$ cat config.mk
export PLATFORM = sky130hd
export DESIGN_NAME = pattern_wave_gen
export DESIGN_NICKNAME = d
export VERILOG_FILES = /design/src/rtl/waveform_gen_pkg.sv /design/src/rtl/pattern_matcher.sv /design/src/rtl/pattern_wave_gen.sv
export SDC_FILE = /design/constraint.sdc
export NUM_CORES = 1
export LEC_CHECK = 0
export CORE_MARGIN = 3
export CORE_UTILIZATION = 55
export CTS_BUF_LIST = sky130_fd_sc_hd__clkbuf_4
export CTS_CLUSTER_SIZE = 8
export DETAILED_ROUTE_END_ITERATION = 6
export PLACE_DENSITY = 0.92
export RECOVER_POWER = 25
export SKIP_CTS_REPAIR_TIMING = 1
export SLEW_MARGIN = 20
export SYNTH_ARGS = -nofsm -noshare
export SYNTH_HDL_FRONTEND = slang
export SYNTH_SLANG_ARGS = --single-unit
$ cat constraint.sdc
create_clock -name clk -period 3.59 [get_ports clk]
set_clock_uncertainty 0.15 [all_clocks]
set_input_delay 0.718 -clock clk [delete_from_list [all_inputs] [get_ports clk]]
set_output_delay 0.718 -clock clk [all_outputs]
set_load 0.005 [all_outputs]
$ cat src/rtl/waveform_gen_pkg.sv
// waveform_gen_pkg: shared state encoding and width helpers for pattern_wave_gen
package waveform_gen_pkg;
  typedef enum logic [1:0] {IDLE = 2'b00, HUNT = 2'b01, EMIT = 2'b10} state_t;
  function automatic int len_w(input int max_len);
    return $clog2(max_len) + 1;
  endfunction
  function automatic int idx_w(input int wave_len);
    return wave_len > 1 ? $clog2(wave_len) : 1;
  endfunction
endpackage

$ cat src/rtl/pattern_matcher.sv
// pattern_matcher: sample history, saturating valid count and masked compare against the pattern
module pattern_matcher #(
  parameter int MAX_LEN = 8,
  parameter int LEN_W = 4
) (
  input  logic               clk,
  input  logic               rst_n,
  input  logic               shift,
  input  logic               clear,
  input  logic               sig_in,
  input  logic               overlap,
  input  logic [MAX_LEN-1:0] pattern,
  input  logic [LEN_W-1:0]   length,
  output logic               hit
);
  localparam logic [MAX_LEN:0] ONE = 1;
  logic [MAX_LEN-1:0] hist, hist_nxt, mask;
  logic [LEN_W-1:0] cnt, cnt_nxt;
  assign hist_nxt = MAX_LEN'({hist, sig_in});
  assign cnt_nxt = cnt == LEN_W'(MAX_LEN) ? cnt : cnt + 1'b1;
  assign mask = MAX_LEN'((ONE << length) - 1'b1);
  // hit looks at the history as it will be after this sample is shifted in
  assign hit = shift && length != '0 && cnt_nxt >= length && ((hist_nxt ^ pattern) & mask) == '0;
  always_ff @(posedge clk or negedge rst_n)
    if (!rst_n) begin
      hist <= '0;
      cnt <= '0;
    end else if (clear) begin
      hist <= '0;
      cnt <= '0;
    end else if (shift) begin
      hist <= hist_nxt;
      cnt <= hit && !overlap ? '0 : cnt_nxt;
    end
endmodule

$ cat src/rtl/pattern_wave_gen.sv
// pattern_wave_gen: detects a configurable serial pattern and emits a fixed-length waveform per detection
module pattern_wave_gen
  import waveform_gen_pkg::*;
#(
  parameter int MAX_LEN = 8,
  parameter int WAVE_LEN = 16,
  parameter int CNT_W = 8,
  localparam int LEN_W = len_w(MAX_LEN),
  localparam int IDX_W = idx_w(WAVE_LEN)
) (
  input  logic                clk,
  input  logic                rst_n,
  input  logic                enable,
  input  logic                sig_in,
  input  logic                cfg_load,
  input  logic [MAX_LEN-1:0]  cfg_pattern,
  input  logic [LEN_W-1:0]    cfg_len,
  input  logic [WAVE_LEN-1:0] cfg_wave,
  input  logic                cfg_overlap,
  output logic                sig_out,
  output logic                match,
  output logic                busy,
  output logic                cfg_reject,
  output logic                overrun,
  output logic [CNT_W-1:0]    match_count
);
  state_t state_q, state_d;
  logic [MAX_LEN-1:0] pattern_q;
  logic [LEN_W-1:0] len_q, eff_len;
  logic [WAVE_LEN-1:0] wave_q;
  logic [IDX_W-1:0] idx_q, idx_d, idx_nxt;
  logic overlap_q, load_ok, shift, hit, last, sig_d;
  assign load_ok = cfg_load && state_q != EMIT;
  // a load in the same cycle as a sample wins and the sample is dropped
  assign shift = enable && !load_ok && state_q != IDLE;
  assign eff_len = len_q > LEN_W'(MAX_LEN) ? LEN_W'(MAX_LEN) : len_q;
  assign idx_nxt = idx_q + 1'b1;
  assign last = idx_q == IDX_W'(WAVE_LEN - 1);
  pattern_matcher #(.MAX_LEN(MAX_LEN), .LEN_W(LEN_W)) u_matcher (
    .clk(clk),
    .rst_n(rst_n),
    .shift(shift),
    .clear(load_ok),
    .sig_in(sig_in),
    .overlap(overlap_q),
    .pattern(pattern_q),
    .length(eff_len),
    .hit(hit)
  );
  always_comb begin
    state_d = state_q;
    idx_d = idx_q;
    sig_d = sig_out;
    case (state_q)
      IDLE: state_d = load_ok ? HUNT : IDLE;
      HUNT: if (hit) begin
        state_d = EMIT;
        idx_d = '0;
        sig_d = wave_q[0];
      end
      EMIT: if (enable) begin
        state_d = last ? HUNT : EMIT;
        idx_d = last ? '0 : idx_nxt;
        sig_d = last ? 1'b0 : wave_q[idx_nxt];
      end
      default: begin
        state_d = IDLE;
        idx_d = '0;
        sig_d = 1'b0;
      end
    endcase
  end
  always_ff @(posedge clk or negedge rst_n)
    if (!rst_n) begin
      state_q <= IDLE;
      idx_q <= '0;
      sig_out <= 1'b0;
      busy <= 1'b0;
      match <= 1'b0;
      cfg_reject <= 1'b0;
      overrun <= 1'b0;
      match_count <= '0;
      pattern_q <= '0;
      len_q <= '0;
      wave_q <= '0;
      overlap_q <= 1'b0;
    end else begin
      state_q <= state_d;
      idx_q <= idx_d;
      sig_out <= sig_d;
      busy <= state_d == EMIT;
      match <= hit;
      cfg_reject <= cfg_load && state_q == EMIT;
      overrun <= !load_ok && (overrun || (hit && state_q == EMIT));
      if (hit && !(&match_count)) match_count <= match_count + 1'b1;
      if (load_ok) begin
        pattern_q <= cfg_pattern;
        len_q <= cfg_len;
        wave_q <= cfg_wave;
        overlap_q <= cfg_overlap;
      end
    end
endmodule

# Word level (Yosys, flattened, before mapping)
# Cells that the tools add are included.
# totals
inputBits	34
register_bits	59
elab_cells	77
# classes
add_sub_neg	4
reduce_logical	22
n_eq_ne	8
order_cmp	3
muxes	22
shifts	1
n_bitwise	3
# ops
cell	count
4-bit two-way mux	8
7-bit two-way mux	2
4-bit case mux with 3 select lines	1
1-bit logical AND	11
4-bit by 1-bit adder with 4-bit output (second input constant)	2
8-bit by 1-bit adder with 8-bit output (second input constant)	1
8-bit AND	1
4-bit == test (second input constant)	2
8-bit zero test	1
8-bit AND reduction	1
1-bit by 4-bit left shift with 8-bit output (first input constant)	1
8-bit by 1-bit subtractor with 8-bit output (second input constant)	1
8-bit XOR	1
2-bit two-way mux	3
2-bit != test (second input constant)	3
2-bit case mux with 3 select lines	1
4-bit by 5-bit less-than comparator with 1-bit output (second input constant)	1
1-bit two-way mux	5
1-bit binary-select mux with 4-bit select	1
2-bit == test (second input constant)	2
4-bit >= comparator	1
4-bit greater-than comparator (second input constant)	1
2-bit nonzero test	2
4-bit nonzero test	1
other kinds (7)	9

# Logic depth before layout (Yosys ltp)
# depth
depth_word	12
depth_mapped	13

# Cells and area by module
# A second synthesis with hierarchy kept.
# unflattened
cells_unflattened	254
hier_area_um2	3024.2
# modules_own_cells
module	n_inst	area_per_inst_um2	cells_each
pattern_wave_gen	1	2173.3	162
pattern_matcher	1	850.8	92

# Worst setup path after synthesis
# No wires, ideal clock.
# synth_path
path_kind	register -> register
startpoint	register u_matcher.cnt[0]
endpoint	register match_count[6]
synth_period_minus_slack_ps	2897
path_slack_ps	693
arrival_ps	2623
path_buffers	1
stages_incl_launch_ff	14
t_required_ps	3315
setup_time_ps	125
path_cell_list	dfrtp_1 inv_1 ha_1 nand2_1 nor2_1 xnor2_1 ha_1 nand2b_1 a211o_1 a21oi_1 or4_4 buf_6 nor4_2 mux2_2
# synth_between
elab_chain_len	6
word_cells_on_any_way	7
# synth_rtl
element	line_no	source
start: declaration	pattern_matcher.sv:18	logic [LEN_W-1:0] cnt, cnt_nxt;
start signal: assignment	pattern_matcher.sv:33	cnt <= hit && !overlap ? '0 : cnt_nxt;
4-bit by 1-bit adder with 4-bit output / 4-bit == test (equally long branches)	pattern_matcher.sv:20	assign cnt_nxt = cnt == LEN_W'(MAX_LEN) ? cnt : cnt + 1'b1;
4-bit two-way mux (*)	pattern_matcher.sv:20	
4-bit >= comparator (*)	pattern_matcher.sv:23	assign hit = shift && length != '0 && cnt_nxt >= length && ((hist_nxt ^ pattern) & mask) == '0;
1-bit logical AND (*) (2 in a row)	pattern_matcher.sv:23	
1-bit logical AND (*)	pattern_wave_gen.sv:95	if (hit && !(&match_count)) match_count <= match_count + 1'b1;
end signal: assignment	pattern_wave_gen.sv:95	
end: declaration	pattern_wave_gen.sv:25	output logic [CNT_W-1:0] match_count
# Mark *: on every way between the ends. The rest lies on a longest branch, timed or not.
# A chain may end at the register's enable or synchronous reset.

# Final worst setup path
# layout_path
startpoint	register u_matcher.cnt[0]
endpoint	register sig_out
# layout_between
elab_chain_len	7
word_cells_on_any_way	8
# layout_rtl
element	line_no	source
4-bit by 1-bit adder with 4-bit output / 4-bit == test (equally long branches)	pattern_matcher.sv:20	
4-bit two-way mux (*)	pattern_matcher.sv:20	
4-bit >= comparator (*)	pattern_matcher.sv:23	
1-bit logical AND (*) (2 in a row)	pattern_matcher.sv:23	
2-bit != test (no source line) (*)	-	
3-bit AND reduction (no source line) (*)	-	
end signal: assignment	pattern_wave_gen.sv:90	sig_out <= sig_d;
end: declaration	pattern_wave_gen.sv:20	output logic sig_out,
# Marks and branches as above.

==> summary.md <==
| Metric | Value |
|---|---|
| Worst Setup SP | u_matcher.cnt[0]$_DFFE_PN0P_ |
| Clock Latency Late Sink | 0.40 ns |
| Via count | 2185 |
| Final setup fails | 0 |
| RSZ-0062 raised after global routing | false |
| CTS tree | done |
| I/O Buffers | 46 |
| FF-to-FF setup slack | 0.47 ns |
| FFs w/ async S/R, synth | 100.0% |
| Post-Place Cells | 373 |
| WP data required | 3.73 ns |
| DRC violations left | 0 |
| Yosys top cell area share | 48.14% |
| Fin cells | 389 |
| Number of synthesized flops with an enable pin | 0 |
| Cell Pwr Density | 452.2 nW/um^2 |
| Sw frac | 26.33% |
| I/O Pins | 47 |
| Mapped Nets | 310 |
| Global-route wire length before repair | 10210 um |
| Number of DRC markers in iteration 0 | 148 |
| H-tree Lvls | 3 |
| Crit Path Class | register to register |
| Seq/Total Area, Yosys | 48.14% |
| Maximum vdd drop | 0.0003410 V |
| Core area | 5238 um^2 |
| CTS root buf | clkbuf_4 |
| CP cell instances | inv_1 > ha_1 > nand2_1 > nor2_1 > xnor2_1 > ha_1 > nand2b_1 > a211o_1 > a21oi_1 > nor4_1 > a21oi_1 > mux2_2 |
| Area growth syn-to-layout | 22.73% |
| Worst r2r path cells | 12 |
| Critical path arrival | 3.26 ns |
| # clock sinks | 59 |
| Worst slew pin tran | 1.422 ns |
| FF+latch count, synth | 59 |
| Unique masters post-synth | 46 |
| Int Pwr | 1.254 mW |
| Longest Clk Path Bufs | 2 |
| CP max stage cell | a21oi_1 |
| Top post-synthesis cells by area | dfrtp_1 (48%), mux2_2 (12%), ha_1 (5.3%) |
| P_leak | 1.642 nW |
| Ys flop type | dfrtp_1 |
| Run status | finished, final reports clean |
| First-pass detailed-route iteration total | 4 |
| Detailed-route wire length | 6074 um |
| Average size of a mapped cell | 11.66 um^2 |
| Critical Path Fanout Max | 5 |
| DIE AREA | 6508 um^2 |
| Vias per inst | 5.617 |
| Synth Warn # | 0 |
| Max-Cap Viols | 0 |
| Final Hold Fails | 0 |
| Logic pwr share | 19.9% |
| Crit Reg-Reg Endpoint | sig_out$_DFFE_PN0P_ |
| Worst path top cell family by delay | compound AO/OA/AOI/OAI gates |
| Placement Rows | 26 |
| Final Max Tran Viols | 0 |
| Startpoint Class | register |
| Max incr delay on CP | 0.48 ns |
| Period utilization | 87.00% |
| Fin nets | 361 |
| Initial Util | 58.55% |
| Clock power frac | 34.8% |
| Setup TNS | 0 ns |
| Worst-path clk slew | 0.10 ns |
| Share of layout cells above drive strength 1 | 19.12% |
| Flop pwr share | 45.3% |
| Die Width | 80.67 um |
| DP Wirelength | 4423 um |
| Antenna Diode Count | 0 |
| Vias in the first global route | 2197 |
| Most frequent cell after synthesis | dfrtp_1 |
| Worst path buffer plus inverter count | 1 |
| CTS Buf Count | 9 |
| Cell taking the most area after synthesis | dfrtp_1 |
| Worst Hold Launch | wave_q[2]$_DFFE_PN0P_ |
| Net Switching | 0.4482 mW |
| Final ANT Viol Nets | 0 |
| Top cells by count, synth | dfrtp_1 (59), mux2_2 (32), nand2_1 (23) |
| GRT Residual Overflow | 0 |
| Post-route total power | 1.702 mW |
| Worst Setup EP | sig_out$_DFFE_PN0P_ |
| WP depth | 12 |
| Setup crit end kind | register |
| Avg WL per Cell | 15.61 um |
| WHS | 0.3652 ns |
| Post-route minimum period | 3.123 ns |
| R2r startpoint | u_matcher.cnt[0]$_DFFE_PN0P_ |
| Mapped cell area | 3067 um^2 |
| Fmax | 0.3202 GHz |
| Gr usage total | 21.04% |
| Relative slew slack | 5.169% |
| GP Congestion | 0.8406 |
| Die Y | 80.67 um |
| HP Class | register to register |
| Initial antenna violation count | 0 |
| Largest net degree at the start of global routing | 35 |
| Post-Syn Instances | 263 |
worst min-delay path by stage:
stage / endpoint / slack, ns / cells past startpoint
6_report: wave_q[2]$_DFFE_PN0P_ / 0.37 / 1
5_1_grt: wave_q[2]$_DFFE_PN0P_ / 0.38 / 1
3_3_place_gp: wave_q[12]$_DFFE_PN0P_ / 0.34 / 1
3_5_place_dp: wave_q[12]$_DFFE_PN0P_ / 0.34 / 1
2_1_floorplan: busy$_DFF_PN0_ / 0.27 / 0
4_1_cts: len_q[0]$_DFFE_PN0P_ / 0.16 / 1
metrics by stage:
| stage | util (%) | setup WS (ns) | cell area [um^2] |
|---|---|---|---|
| 3_5_place_dp | 68.51 | 0.3894 | 3588 |
| 6_report | 71.86 | 0.4668 | 3764 |
| 2_1_floorplan | - | 0.6926 | 3067 |
| 5_1_grt | 71.86 | 0.1846 | 3764 |
| 3_3_place_gp | 68.51 | 0.5032 | 3588 |
| 4_1_cts | 71.93 | 0.4417 | 3767 |
cells by family after synthesis:
| group | synth area share, % |
|---|---|
| buf+inv | 3.223 |
| compound gates | 9.915 |
| flops | 48.14 |
| fa+ha+maj | 5.304 |
| mux | 16.65 |
| xor+xnor | 4.570 |
| simple gates | 12.20 |
layer usage:
metal | vias up | global-route usage, % | share of wire [%]
met5 | - | 0 | 0
met4 | 0 | 11.82 | 2.3
met3 | 12 | 4.260 | 4.6
met2 | 59 | 34.11 | 49
met1 | 1062 | 26.14 | 44
li1 | 1052 | - | -
state kept, by name, indices dropped and copies added, names as in the netlist:
signal	cells
sig_out	1
match	1
idx_q	4
cfg_reject	1
wave_q	16
overlap_q	1
len_q	4
overrun	1
match_count	8
pattern_q	8
state_q	2
busy	1
u_matcher.cnt	4
u_matcher.hist	7
power groups by stage:
stage / Combinational (mW) / Sequential (mW) / Clock (mW)
2_1_floorplan: 0.225 / 0.768 / 0
3_3_place_gp: 0.325 / 0.780 / 0
3_5_place_dp: 0.340 / 0.784 / 0
4_1_cts: 0.342 / 0.771 / 0.607
5_1_grt: 0.379 / 0.781 / 0.640
6_report: 0.338 / 0.771 / 0.593
cell type report:
type	count	area, um^2
tap	70	87.58
multi-input combinational	182	1494
clock inverter	6	103.9
clock buffer	10	75.07
inverter	12	45.04
sequential	59	1476
timing repair buffer	50	481.7
fill	387	1474
placed cells by master (no fill, tap or decap), types with 4 or more instances in the layout:
cell type	count
dfrtp_1	59
clkdlybuf4s50_1	45
mux2_2	32
nand2_1	23
ha_1	13
inv_1	12
o21ai_0	11
a21oi_1	10
clkbuf_4	10
nand3_1	8
xnor2_1	8
xor2_1	8
a22o_1	8
mux2i_1	6
nand2b_1	6
nor3_1	4
nor2_1	4
nor4_1	4
mux4_2	4
No activity file was read; power rests on OpenSTA's default activity.
==> RTL change 1: new RTL, config.mk and constraints unchanged <==
Remove the register `busy`: a continuous assignment takes its place, so the output `busy` follows one clock earlier.
--- a/src/rtl/pattern_wave_gen.sv
+++ b/src/rtl/pattern_wave_gen.sv
@@ -75,7 +75,6 @@
       state_q <= IDLE;
       idx_q <= '0;
       sig_out <= 1'b0;
-      busy <= 1'b0;
       match <= 1'b0;
       cfg_reject <= 1'b0;
       overrun <= 1'b0;
@@ -88,7 +87,6 @@
       state_q <= state_d;
       idx_q <= idx_d;
       sig_out <= sig_d;
-      busy <= state_d == EMIT;
       match <= hit;
       cfg_reject <= cfg_load && state_q == EMIT;
       overrun <= !load_ok && (overrun || (hit && state_q == EMIT));
@@ -100,5 +98,7 @@
         overlap_q <= cfg_overlap;
       end
     end
+
+  assign busy = state_d == EMIT;
 endmodule
 
Formal check against the unedited RTL: not equivalent (Yosys sat finds a counterexample within 4 cycles, from zero or initial values and one cycle with rst_n low).
==> RTL change 1 against the unedited design <==
Routed wire length rose by 4.0%; total power fell by 9.9%; final area rose by 1.6%; critical path depth rose by 1; synthesized area fell by 0.82%; combinational power rose by 22%; worst setup slack got worse by 330 ps; sequential cell count fell by 1; sequential share of layout area fell by 1.3 points.
==> RTL change 1: results (changes against the unedited design) <==
placed_design:
  dp_worst_setup_slack_ps: -222.2  # -611.6 ps
  port_buffers: 46  # unchanged
  place_inst: 381  # +2.1%
  gp_congestion: 0.9218  # +9.7%
  post-dp-hpwl_um: 4627  # +4.6%
run:
  cap_violations: 0  # unchanged
clock_tree:
  insertion_delay_ps: 400  # about the same
  cts_buffer_depth: 2  # unchanged
  clkTransAtPathRegs_ps: 110
  htree_levels: 3  # unchanged
  cts_made_buffers: 9  # unchanged
  root_buffer: "clkbuf_4"
worst_setup_path:
  arrival_ps: 2580  # -680 ps
  r2r_end: "sig_out"
  cpLargestDelayFamily: "compound AO/OA/AOI/OAI gates"
  r2r_cells: 13  # +1
  r2r_slack_ps: 480
  cp_slowest_cell: "dfrtp_1"
  slowest_delay_ps: 390  # -90 ps
  r2r-start: "u_matcher.cnt[0]"
  crit_path_max_fanout: 3  # -2
final_layout:
  layout-drive-gt1-share: 0.2553  # +0.06410
  nNetsFinal: 372  # +3.0%
  reg_top3: "wave_q: 16 flops, match_count: 8 flops, pattern_q: 8 flops"
  layout.cells.non_filler: 399  # +2.6%
  antennaDiodeCount: 0  # unchanged
  fill_cells: 369  # -4.7%
logic_synthesis:
  synthArstFlopShare: 1.000  # unchanged
  yosysWarnings: 0  # unchanged
  synthDistinctLibCells: 46  # unchanged
  ys_seq_area_frac: 0.4772  # -0.004266
  synth_edf_count: 0  # unchanged
  synthTopCellsByCount: "58 x dfrtp_1, 32 x mux2_2, 23 x nand2_1, 13 x ha_1, 12 x inv_1"
  synthTopCellsByArea: "dfrtp_1 48%, mux2_2 12%, ha_1 5.3%"
  mappedNetlistNets: 309  # -0.32%
  ys.flop_type: "dfrtp_1"
  netlist_instances: 262  # -0.38%
hold_path:
  min_path_type: "primary input to async pin"
detailed_routing:
  viasPerCell: 5.682  # +1.2%
  firstDrtPassIters: 4  # unchanged
  wl_um: 6317  # +4.0%
  drtIter0Drc: 125  # -16%
grt:
  grt_pass1_vias: 2267  # +3.2%
  antenna_found_initial: 0  # unchanged
  grt_pass1_wl_um: 10390  # +1.8%
  grt_start_max_net_pins: 45  # +29%
  grtUsageTotal: 0.2127  # +0.002315
sta:
  slew_headroom: 0.2783  # +0.2266
power:
  max-vdd-ir-drop_v: 0.0003238  # -5.1%
  p_leak_uw: 0.001678  # +2.2%
outcome:
  status: "finished clean"
## RTL change 1: through the flow
| step | hold WS [ps] | total power, uW | cell area, sq um |
|---|---|---|---|
| 2_1_floorplan | 272.4 | 981.2 | 3042 |
| 3_3_place_gp | 335.7 | 1117 | 3631 |
| 3_5_place_dp | 347.2 | 1137 | 3631 |
| 4_1_cts | 33.95 | 1503 | 3729 |
| 5_1_grt | 260.2 | 1622 | 3824 |
| 6_report | 218.3 | 1534 | 3824 |
## RTL change 1: worst max-delay path by stage
stage | to | depth (start not counted) | slack (ps) | startpoint
floorplan | busy | 12 | 630 | u_matcher.cnt[0]
global placement | busy | 8 | -180 | sig_in
detailed placement | busy | 8 | -220 | sig_in
CTS | busy | 13 | -580 | u_matcher.cnt[0]
global route | busy | 13 | -10 | u_matcher.cnt[0]
finish | busy | 13 | 140 | u_matcher.cnt[0]
## RTL change 1: where the power goes
part	switching, uW	internal, uW	total (uW)	leakage [uW]
logic	193	218	411	0.000882
clock network	230	138	368	0.0000609
registers	47.0	708	755	0.000735
## RTL change 1: metal layers
| layer | global-route usage | part of all wire | vias up |
|---|---|---|---|
| met3 | 0.05605 | 0.053 | 11 |
| li1 | - | - | 1080 |
| met1 | 0.2524 | 0.42 | 1111 |
| met4 | 0.08277 | 0.013 | 0 |
| met5 | 0 | 0 | - |
| met2 | 0.3667 | 0.51 | 65 |
## RTL change 1: logic make-up (layout without fill, tap and decap cells)
kind of cell    after synthesis  after routing  share of synthesized area
fa+ha+maj                    13             13                    0.05348
compound gates               45             45                    0.09996
flops                        58             58                     0.4772
buf+inv                      22             89                    0.03249
xor+xnor                     16             16                    0.04607
mux                          42             42                     0.1678
simple gates                 66             66                     0.1230
## RTL change 1: worst reg2reg max path, delay by kind of cell, from the launching register on
family,cells,cell delay [ps]
flops,1,390
fa+ha+maj,2,390
buf+inv,2,220
mux,1,400
simple gates,4,390
xor+xnor,1,130
compound gates,3,950
## RTL change 1: layout make-up
type | count | share of cell area
clock buffers | 10 | 0.01963
repair buffers | 62 | 0.1482
multi-input cells | 182 | 0.4120
flip-flops and latches | 58 | 0.3796
well taps | 70 | 0.02291
clock inverters | 5 | 0.005890
inverters | 12 | 0.01178
==> RTL change 2: new RTL, config.mk and constraints unchanged <==
Without the edit above. `MAX_LEN` is set to 8 in 2 places; all go to 16.
--- a/src/rtl/pattern_matcher.sv
+++ b/src/rtl/pattern_matcher.sv
@@ -1,6 +1,6 @@
 // pattern_matcher: sample history, saturating valid count and masked compare against the pattern
 module pattern_matcher #(
-  parameter int MAX_LEN = 8,
+  parameter int MAX_LEN = 16,
   parameter int LEN_W = 4
 ) (
   input  logic               clk,
--- a/src/rtl/pattern_wave_gen.sv
+++ b/src/rtl/pattern_wave_gen.sv
@@ -2,7 +2,7 @@
 module pattern_wave_gen
   import waveform_gen_pkg::*;
 #(
-  parameter int MAX_LEN = 8,
+  parameter int MAX_LEN = 16,
   parameter int WAVE_LEN = 16,
   parameter int CNT_W = 8,
   localparam int LEN_W = len_w(MAX_LEN),
Ports: changed (resized cfg_len and cfg_pattern); port bits go from 47 to 56. The function was not compared with the original's and may differ.
==> RTL change 2 against the unedited design <==
The flow now finishes with violations (max-capacitance violations, max-slew violations); synthesized area is 31% higher; die area is 28% higher; sequential share of layout area is 0.91 points higher; final area is 28% higher; synthesized cell count is 29% higher; sequential cell count is 18 higher; total power is 12% higher; worst setup slack worse by 260 ps; routed wire length is 41% higher; via count is 33% higher; critical path type unchanged; critical endpoint is now u_matcher.cnt[4].
==> RTL change 2: results (changes against the unedited design) <==
outcome:
  status: "complete, but fails checks"
  violations: "max-capacitance violations, max-slew violations"
worst_setup_path:
  arrival_ps: 3530  # +270 ps
  crit_path_max_fanout: 11  # +6
  r2r_end: "u_matcher.cnt[4]"
  r2r-start: "len_q[2]"
placed_design:
  dp_worst_setup_slack_ps: 243.9  # -145.5 ps
  place_inst: 480  # +29%
  gp_congestion: 0.8774  # +4.4%
  post-dp-hpwl_um: 6210  # +40%
logic_synthesis:
  synthDistinctLibCells: 52  # +13%
  mappedNetlistNets: 395  # +27%
  synthTopCellsByCount: "77 x dfrtp_1, 40 x mux2_2, 19 x xor2_1, 15 x a22o_1, 14 x ha_1"
  synthTopCellsByArea: "dfrtp_1 48%, mux2_2 11%, ha_1 4.4%"
  synthAdderAreaFrac: 0.04374  # -0.009303
  ys_seq_area_frac: 0.4811  # about the same
  synth_compound_area_frac: 0.1265  # +0.02738
hold_path:
  hold_path_end: "match_count[5]"
sta:
  report.final.slew_viol_count: 78  # +78
  slew_headroom: -0.2572  # -0.3089
detailed_routing:
  wl_per_cell_um: 17.28  # +11%
  wl_met1_um: 3735  # +40%
  num_vias: 2912  # +33%
  met2_length_um: 4318  # +44%
final_layout:
  layout-drive-gt1-share: 0.2100  # +0.01878
  reg_top3: "pattern_q: 16 flops, wave_q: 16 flops, u_matcher.hist: 15 flops"
power:
  p_leak_uw: 0.002127  # +30%
  p_seq_frac: 0.514  # +0.061
run:
  cap_violations: 1  # +1
clock_tree:
  clkTransAtPathRegs_ps: 120  # +20 ps
grt:
  grt_pass1_wl_um: 14560  # +43%
[RTL change 2: cell types whose count changed in the layout (fill, tap and decap cells not counted), moves of 5 or more]
cell and change:
nand2_1 -10, clkdlybuf4s50_1 +9, mux2i_1 -5, mux2_2 +8, nor2_1 +6, buf_4 +8, dfrtp_1 +18, xor2_1 +11
a22o_1 +7
[RTL change 2: cell type report]
type                            count  share of cell area
Multi-Input combinational cell    231              0.4066
Inverter                           10            0.007819
Clock buffer                       11             0.01720
Tap cell                           96             0.02502
Clock inverter                      5             0.01069
Antenna cell                        1           0.0005212
Timing Repair Buffer               66              0.1308
Sequential cell                    77              0.4014
[RTL change 2: critical path, stage by stage (launching register included)]
cell and delay (ps):
dfrtp_1 510, or4b_2 690, ha_1 270, buf_4 190
o211ai_1 90, o31ai_1 110, a2111oi_2 330, nand4b_1 170
buf_4 210, or2_1 270, a32o_1 280
